File: src/rtl/genius_ctrl_param.sv
// Purpose: parametrised GENIUS game controller. It tracks the difficulty level, the round number, win detection and the user timeout.
// Latency: the datapath controls are a Moore decode of the state. round, won and lost are registered and change on the edge that enters the state.
// Backpressure: none. Each state waits for its own handshake input (enter, end_FPGA, end_User, match).
//
// Ports:
//   CLOCK, reset (async active-low)
//   enter, level[1:0], end_FPGA, end_User, key_pressed, match   - game inputs
//   R1, R2, E1, E2, E3, E4, SEL                                  - datapath controls
//   round[RW-1:0], won, lost                                     - game status
module genius_ctrl_param #(
    parameter int MAX_ROUNDS     = 16,
    parameter int TIMEOUT_CYCLES = 50_000_000,
    parameter int RW             = $clog2(MAX_ROUNDS + 1),
    parameter int TW             = $clog2(TIMEOUT_CYCLES)
) (
    input  logic          CLOCK,
    input  logic          reset,
    input  logic          enter,
    input  logic [1:0]    level,
    input  logic          end_FPGA,
    input  logic          end_User,
    input  logic          key_pressed,
    input  logic          match,
    output logic          R1,
    output logic          R2,
    output logic          E1,
    output logic          E2,
    output logic          E3,
    output logic          E4,
    output logic          SEL,
    output logic [RW-1:0] round,
    output logic          won,
    output logic          lost
);

    typedef enum logic [2:0] {
        INIT       = 3'd0,
        SETUP      = 3'd1,
        PLAY_FPGA  = 3'd2,
        PLAY_USER  = 3'd3,
        CHECK      = 3'd4,
        NEXT_ROUND = 3'd5,
        RESULT     = 3'd6
    } state_t;

    localparam int QUARTER = MAX_ROUNDS / 4;

    state_t        state;
    state_t        state_nxt;
    logic [TW-1:0] tmo_cnt;
    logic [RW-1:0] target;
    logic          tmo_hit;
    logic [6:0]    ctl;

    // The terminal count is only honoured when no key arrives in the same cycle.
    assign tmo_hit = (tmo_cnt == TW'(TIMEOUT_CYCLES - 1)) && !key_pressed;

    // State register
    always_ff @(posedge CLOCK or negedge reset) begin
        if (!reset) begin
            state <= INIT;
        end else begin
            state <= state_nxt;
        end
    end

    // Next-state logic
    always_comb begin
        state_nxt = state;
        case (state)
            INIT:       state_nxt = SETUP;
            SETUP:      if (enter) state_nxt = PLAY_FPGA;
            PLAY_FPGA:  if (end_FPGA) state_nxt = PLAY_USER;
            PLAY_USER: begin
                // A keypress alone only reloads the timer.
                // If end_User arrives with the keypress, the entry is complete.
                if (key_pressed) begin
                    if (end_User) state_nxt = CHECK;
                end else if (tmo_hit) begin
                    state_nxt = RESULT;
                end else if (end_User) begin
                    state_nxt = CHECK;
                end
            end
            CHECK:      state_nxt = match ? NEXT_ROUND : RESULT;
            NEXT_ROUND: state_nxt = (round == target) ? RESULT : PLAY_FPGA;
            RESULT:     if (enter) state_nxt = INIT;
            default:    state_nxt = INIT;
        endcase
    end

    // Output decode {R1,R2,E1,E2,E3,E4,SEL}
    always_comb begin
        ctl = 7'b0000000;
        case (state)
            INIT:       ctl = 7'b1100000;
            SETUP:      ctl = 7'b0010000;
            PLAY_FPGA:  ctl = 7'b0000100;
            PLAY_USER:  ctl = 7'b0001000;
            CHECK:      ctl = 7'b0000010;
            NEXT_ROUND: ctl = 7'b0100000;
            RESULT:     ctl = 7'b0000001;
            default:    ctl = 7'b0000000;
        endcase
    end

    assign {R1, R2, E1, E2, E3, E4, SEL} = ctl;

    // Game status registers: round, target, timeout counter and the result flags
    always_ff @(posedge CLOCK or negedge reset) begin
        if (!reset) begin
            round   <= '0;
            won     <= 1'b0;
            lost    <= 1'b0;
            tmo_cnt <= '0;
            target  <= RW'(MAX_ROUNDS);
        end else begin
            case (state)
                INIT: begin
                    round <= '0;
                    won   <= 1'b0;
                    lost  <= 1'b0;
                end
                SETUP: begin
                    if (enter) begin
                        round  <= RW'(1);
                        // The level is latched here and only here. Later changes wait for the next game.
                        target <= RW'((int'(level) + 1) * QUARTER);
                    end
                end
                PLAY_FPGA: begin
                    if (end_FPGA) tmo_cnt <= '0;
                end
                PLAY_USER: begin
                    if (key_pressed) begin
                        tmo_cnt <= '0;
                    end else if (tmo_hit) begin
                        lost <= 1'b1;
                    end else if (!end_User) begin
                        tmo_cnt <= tmo_cnt + 1'b1;
                    end
                end
                CHECK: begin
                    if (!match) lost <= 1'b1;
                end
                NEXT_ROUND: begin
                    // round stops at target, so it can never wrap
                    if (round == target) won <= 1'b1;
                    else                 round <= round + 1'b1;
                end
                RESULT: begin
                    // The flags are valid only in RESULT, so they clear as the game restarts.
                    if (enter) begin
                        won  <= 1'b0;
                        lost <= 1'b0;
                    end
                end
                default: ;
            endcase
        end
    end

endmodule
File: config.mk
export PLATFORM = sky130hd
export DESIGN_NAME = genius_ctrl_param
export DESIGN_NICKNAME = d
export VERILOG_FILES = /design/src/rtl/genius_ctrl_param.sv
export SDC_FILE = /design/constraint.sdc
export NUM_CORES = 1
export LEC_CHECK = 0
export ABC_AREA = 1
export BUFFER_PORTS_ARGS = -buffer_cell sky130_fd_sc_hd__buf_4
export CORE_MARGIN = 1.5
export CORE_UTILIZATION = 60
export DETAILED_ROUTE_END_ITERATION = 12
export GPL_ROUTABILITY_DRIVEN = 0
export PLACE_DENSITY = 0.8
export SLEW_MARGIN = 30
export SYNTH_ARGS = -nofsm -noshare
export SYNTH_HDL_FRONTEND = slang
export SYNTH_SLANG_ARGS = --single-unit
File: constraint.sdc
create_clock -name CLOCK -period 1.9 [get_ports CLOCK]
set_input_delay 0.095 -clock CLOCK [delete_from_list [all_inputs] [get_ports CLOCK]]
set_output_delay 0.095 -clock CLOCK [all_outputs]
set_load 0.05 [all_outputs]
==> impl_results.md, run 1 <==
- Outcome: finished, final reports clean
- Sink Count: 39
- CTS tree: done
- Power per cell area: 1030 nW/um2
- Post-route ant nets: 0
- Clock-pin slew on the worst setup and hold paths: 0.08 ns
- Ports: 23
- YS warnings: 0
- Fmax: 536 MHz
- Hold WC Path Type: in2reg
- DR WL/cell: 14.6 um
- Clk Latency, worst-skew pair: 0.30 ns
- Share of cells above drive strength 1: 0.189
- Largest delay contributor family on the critical path: simple AND/OR/NAND/NOR gates
- Tcrit/Tclk final: 0.983
- Largest net degree at the start of global routing: 40
- Yosys cell types: 26
- Core Rows: 24
- Mean Syn Cell Area: 6.13 um2
- Clock power frac: 0.168
- Core ar.: 4410 um2
- First DRT Iteration DRCs: 411
- Combinational fraction of design power: 0.553
- Die footprint: 5050 um2
- Setup TNS: 0 ns
- R2R Path Start: state[2]$_DFFE_PN0P_
- Syn Std Cell Area: 2780 um2
- Pint: 1.75 mW
- IO Port Bufs: 22
- Global-route usage over all layers: 0.333
- Slowest-stage cell, CP: dfrtp_1
- Worst Tran Pin Value: 0.512 ns
- Slew HR: 0.659
- Antenna violations before repair: 0
- # H-tree levels: 2
- Routed Wire Length: 8.44 mm
- Flop2flop setup slack: 0.03 ns
- Post-Syn Instances: 453
- WHS: 0.0908 ns
- Post-Route Utilization: 0.796
- Clk_skew: 0.00727 ns
- Total grt overflow: 0
- Worst-path fanout max: 7
- VDD IR max: 0.00135 V
- Final Hold Vio Count: 0
- Initial Util: 0.629
- DP Wirelength: 5.56 mm
- Via density: 5.81
- First-pass GRT wire length: 13.4 mm
- Final setup viols: 0
- Synth Register Bits: 39
- Required @ worst endpoint: 2.14 ns
- DR vias: 3355
- Critical Path Source Type: register
- Net switching power: 1.86 mW
- P&R area growth vs syn: 26.5%
- R2R cell count: 10
- Setup ws final: 0.0332 ns
- Worst hold start: enter
- WS Path Type: reg2reg
- Critical path's most frequent cell: nand2_1
- Syn nets: 466
- Sequential fraction of the synthesis area: 0.352
- Worst setup EP type: register
- Post-place setup slack: 0.0224 ns
- Vias in the first global route: 3142
- CP max stage delay: 0.44 ns
- FF-to-FF End: tmo_cnt[10]$_DFFE_PN0P_
- Sw Share: 0.516
- DRC: 0
- Max-Cap Viols: 0
- Hold path endpoint: state[0]$_DFFE_PN0P_
- Critical path arrival: 2.11 ns
- Die X: 71.0 um
- Chip height: 71.0 um
- Final #Nets: 537
- Sequential share of power: 0.280
- Crit path time final: 1.87 ns
- Max Transition Viols Final: 0
- Buf+Inv Stages, Crit Path: 3
- Diode count: 0
- Leak: 1.69 nW
- CTS buffer count: 5
- RSZ-0062 raised after global routing: yes
- Hold Crit Depth: 4
- Clock Tree Root: clkbuf_8
- DR pass1 iterations: 6
- CP Cell Sequence: inv_2 -> nand2_1 -> nor2_4 -> inv_2 -> or2_2 -> o21ai_4 -> inv_6 -> nand2_4 -> nand2_1 -> nand2_1
- Clock Path Buffers: 2
final cells by class:
type                       instances  area [um2]
clock buffer                       5        68.8
timing repair buffer              68         515
fill                             335         901
clock inverter                     3        23.8
sequential                        39         977
tap                               52        65.1
multi-input combinational        360        1670
inverter                          50         193
worst reg2reg max path: cells and delay by family, from the launching register on:
| family | cells | cell delay [ns] |
|---|---|---|
| simple gates | 6 | 0.90 |
| flops | 1 | 0.44 |
| buf+inv | 3 | 0.33 |
| compound gates | 1 | 0.15 |
placed cells by master, fill, tap and decap left out, drive strengths merged, types with 5 or more instances in the layout:
| cell type | n |
|---|---|
| nor3 | 7 |
| nand2 | 192 |
| nor4 | 6 |
| buf | 66 |
| a21oi | 6 |
| inv | 51 |
| nor2 | 78 |
| o21bai | 5 |
| o21ai | 12 |
| nand4 | 10 |
| dfrtp | 38 |
| clkbuf | 5 |
| nand3 | 33 |
kinds of logic (layout without fill, tap and decap cells):
group / Yosys count / after routing / share of synthesized area
and+or+nand+nor: 325 / 328 / 0.482
AOI/OAI and AO/OA: 23 / 24 / 0.0505
DFF: 39 / 39 / 0.352
adders and majority gates: 4 / 4 / 0.0180
xor gates and xnor gates: 4 / 4 / 0.0126
buffers and inverters: 58 / 126 / 0.0851
flip-flops by register name, indices dropped and copies added (netlist names):
register / cells
lost: 1
round: 5
state: 3
target: 3
tmo_cnt: 26
won: 1
synthesized netlist by cell type (all sizes together):
library cell,number,area share
nand2,189,0.26
nor2,78,0.11
inv,50,0.068
dfrtp,38,0.34
nand3,33,0.059
o21ai,12,0.023
nand4,10,0.023
nor3,7,0.017
buf,6,0.015
nor4,6,0.014
a21oi,5,0.010
o21bai,5,0.014
ha,4,0.018
xor2,4,0.013
clkbuf,2,0.0027
or2,2,0.0045
dfstp,1,0.0095
o211a,1,0.0036
per-stage QoR:
stage                     total power [mW]  cell area [um2]  instances
after detailed placement              2.63             3300        563
after CTS                             3.32             3440        574
after floorplan                       2.18             2780        453
after global routing                  3.75             3510        577
after global placement                2.59             3290        563
final                                 3.61             3510        577
what timing repair did:
action	CTS	global route
gates resized for setup	3	11
buffers inserted	0	0
hold buffers	2	0
pin swaps	2	2
hold endpoints to repair	39	0
cloned	1	3
setup endpoints to repair	26	30
power by group through the flow:
stage               Clock [mW]  Sequential, mW  Combinational, mW
finish                   0.606            1.01               1.99
global route             0.636            1.02               2.10
CTS                      0.603            1.01               1.71
detailed placement           0            1.02               1.61
global placement             0            1.02               1.57
floorplan                    0            1.10               1.07
per-layer routing:
metal	vias to the layer above	global-route usage	share of wire
met4	0	0.178	0.064
met1	1511	0.381	0.38
met5	-	0	0
li1	1559	-	-
met3	74	0.0556	0.091
met2	211	0.591	0.47
worst max path at each step:
| stage | startpoint | end | slack (ns) | cells past startpoint |
|---|---|---|---|---|
| global route | tmo_cnt[0]$_DFFE_PN0P_ | tmo_cnt[10]$_DFFE_PN0P_ | -0.02 | 12 |
| CTS | tmo_cnt[0]$_DFFE_PN0P_ | tmo_cnt[15]$_DFFE_PN0P_ | -0.007 | 10 |
| detailed placement | tmo_cnt[18]$_DFFE_PN0P_ | tmo_cnt[24]$_DFFE_PN0P_ | 0.02 | 10 |
| finish | state[2]$_DFFE_PN0P_ | tmo_cnt[10]$_DFFE_PN0P_ | 0.03 | 10 |
| floorplan | state[1]$_DFFE_PN0P_ | round[0]$_DFFE_PN0P_ | -0.11 | 8 |
| global placement | tmo_cnt[0]$_DFFE_PN0P_ | tmo_cnt[2]$_DFFE_PN0P_ | -0.18 | 10 |
Note: power is estimated with default switching activity, not from simulation.
==> run 2: changes to the inputs <==
- CORE_UTILIZATION: 60 -> 40
- PLACE_DENSITY: 0.8 -> default
==> run 2 against run 1 <==
Effect of this change:
- clock power up 7.9%
- sequential share of layout area up 1.9 points
- setup slack better by 0.11 ns
- global-route usage down 11 points
- via count down 13%
- highest routed layer unchanged
- critical endpoint is now tmo_cnt[19]$_DFFE_PN0P_
- first-iteration DRC count down 50%
- utilization down 31 points
==> impl_results.md, run 2 (same netlist as run 1, synthesis figures left out) <==
- DRC: 0 (unchanged)
- P&R area growth vs syn: 18.2%
- CP Cell Sequence: inv_1 -> nand2_2 -> nor2_4 -> inv_2 -> or2_2 -> o21ai_2 -> inv_2 -> nand2_4 -> nand2_1 -> nand2_1
- Worst-path fanout max: 7 (unchanged)
- CTS buffer count: 5 (unchanged)
- Slew HR: 0.651 (-0.00764)
- # H-tree levels: 2 (unchanged)
- Clock power frac: 0.190 (+0.022)
- Critical path arrival: 2.01 ns (-0.10 ns)
- Commonest non-fill, non-tap cells in the layout: 185 x nand2_1, 74 x nor2_1, 44 x inv_1
- Routed Wire Length: 7.78 mm (-7.8%)
- Post-place setup slack: 0.0668 ns (+0.0444 ns)
- Slowest-stage cell, CP: dfrtp_1
- First-pass GRT wire length: 12.8 mm (-4.1%)
- DR WL/cell: 13.6 um (-7.2%)
- Total grt overflow: 0 (unchanged)
- Final Hold Vio Count: 0 (unchanged)
- Largest net degree at the start of global routing: 40 (unchanged)
- Post-route ant nets: 0 (unchanged)
- Core ar.: 6760 um2 (+53%)
- Share of cells above drive strength 1: 0.134 (-0.0547)
- Sink Count: 39 (unchanged)
- Net switching power: 1.70 mW (-8.9%)
- Ports: 23 (unchanged)
- Worst Tran Pin Value: 0.523 ns (+0.0115 ns)
- Fmax: 568 MHz (+6.1%)
- Top reg by flops: tmo_cnt
- Clock Tree Root: clkbuf_8
- Max-Cap Viols: 0 (unchanged)
- Final setup viols: 0 (unchanged)
- Crit path time final: 1.76 ns (-0.108 ns)
- Hold WC Path Type: in2reg
- Clock-pin slew on the worst setup and hold paths: 0.08 ns (about the same)
- Antenna violations before repair: 0 (unchanged)
- Initial Util: 0.411 (-0.218)
- First DRT Iteration DRCs: 205 (-50%)
- Final #Nets: 505 (-6.0%)
- Largest delay contributor family on the critical path: simple AND/OR/NAND/NOR gates
- Pint: 1.75 mW (+0.45%)
- Sequential share of power: 0.296 (+0.016)
- IO Port Bufs: 22 (unchanged)
- DR vias: 2935 (-13%)
- VDD IR max: 0.00103 V (-24%)
- Power per cell area: 1050 nW/um2 (+2.3%)
- Biggest regs: tmo_cnt: 26 flops, round: 5 flops
- Chip height: 86.3 um (+22%)
- Clk_skew: 0.00737 ns (+0.000103 ns)
- Required @ worst endpoint: 2.15 ns (about the same)
- Global-route usage over all layers: 0.218 (-0.115)
- Max reg flops: 26 (unchanged)
- CTS tree: done
- Buf+Inv Stages, Crit Path: 3 (unchanged)
- Combinational fraction of design power: 0.514 (-0.039)
- DR pass1 iterations: 4 (-2)
- Setup ws final: 0.141 ns (+0.108 ns)
- Clk Latency, worst-skew pair: 0.30 ns (about the same)
- Diode count: 0 (unchanged)
- Outcome: finished, final reports clean
- Vias in the first global route: 2666 (-15%)
- Leak: 1.54 nW (-9.3%)
- Overall Power: 3.45 mW (-4.4%)
- Via density: 5.12 (-12%)
- Setup bufs post-CTS: 0 (unchanged)
- Most common cell after layout, fill and taps aside: nand2_1
- Tcrit/Tclk final: 0.926 (-0.0566)
- Clock Path Buffers: 2 (unchanged)
- WHS: 0.0666 ns (-0.0242 ns)
- Max Transition Viols Final: 0 (unchanged)
- Critical Path Source Type: register
- Sw Share: 0.492 (-0.0244)
- Die X: 86.3 um (+22%)
- Worst setup EP type: register
- Die footprint: 7450 um2 (+48%)
- WS Path Type: reg2reg
- Core Rows: 30 (+25%)
- CP max stage delay: 0.40 ns (-0.04 ns)
- DP Wirelength: 5.36 mm (-3.6%)
==> run 2: final cells by class <==
class,instances,area (um2)
Inverter,50,188
Timing Repair Buffer,38,303
Clock inverter,1,7.51
Clock buffer,7,96.3
Sequential cell,39,977
Multi-Input combinational cell,358,1610
Fill cell,711,3470
Tap cell,80,100
==> run 2: per-layer routing <==
metal	track usage	up-vias	part of all wire	routed length, um
met5	0	-	0	0
met3	0.0352	16	0.041	318
li1	-	1497	-	-
met1	0.287	1341	0.46	3590
met4	0.0704	0	0.020	153
met2	0.366	81	0.48	3720
==> run 2: final timing paths <==
check	startpoint	endpoint	slack, ns	depth (start not counted)
min in group asynchronous	reset	tmo_cnt[20]$_DFFE_PN0P_	0.31	2
worst min-delay path	enter	state[0]$_DFFE_PN0P_	0.07	4
max in group asynchronous	reset	target[4]$_DFFE_PN1P_	1.22	2
worst min register to register	target[4]$_DFFE_PN1P_	target[4]$_DFFE_PN1P_	0.49	2
worst max-delay path	state[0]$_DFFE_PN0P_	tmo_cnt[19]$_DFFE_PN0P_	0.14	10
worst max register to register	state[0]$_DFFE_PN0P_	tmo_cnt[19]$_DFFE_PN0P_	0.14	10
==> run 2: worst min-delay path, stage by stage <==
cell	delay (ns)
buf_4	0.08
inv_1	0.04
nand2_1	0.07
nand2_1	0.05
==> run 2: metrics by stage <==
stage	setup TNS [ns]	cells	cell area, um2	utilization
floorplan	-2.74	453	2780	-
global placement	0	561	3110	0.461
detailed placement	0	561	3110	0.461
CTS	0	571	3240	0.479
global route	-0.0212	573	3280	0.486
finish	0	573	3280	0.486
==> run 2: power by group through the flow <==
| stage | Combinational, mW | Sequential, mW | Clock [mW] |
|---|---|---|---|
| finish | 1.77 | 1.02 | 0.654 |
| global route | 1.94 | 1.03 | 0.700 |
| CTS | 1.62 | 1.02 | 0.672 |
| detailed placement | 1.61 | 1.03 | 0 |
| global placement | 1.60 | 1.03 | 0 |
| floorplan | 1.07 | 1.10 | 0 |
==> run 2: what timing repair did <==
| item | in CTS | in global routing |
|---|---|---|
| resized for setup | 0 | 7 |
| endpoints found under the hold margin | 39 | 0 |
| endpoints found under the setup margin | 0 | 28 |
| hold buffers | 2 | 0 |
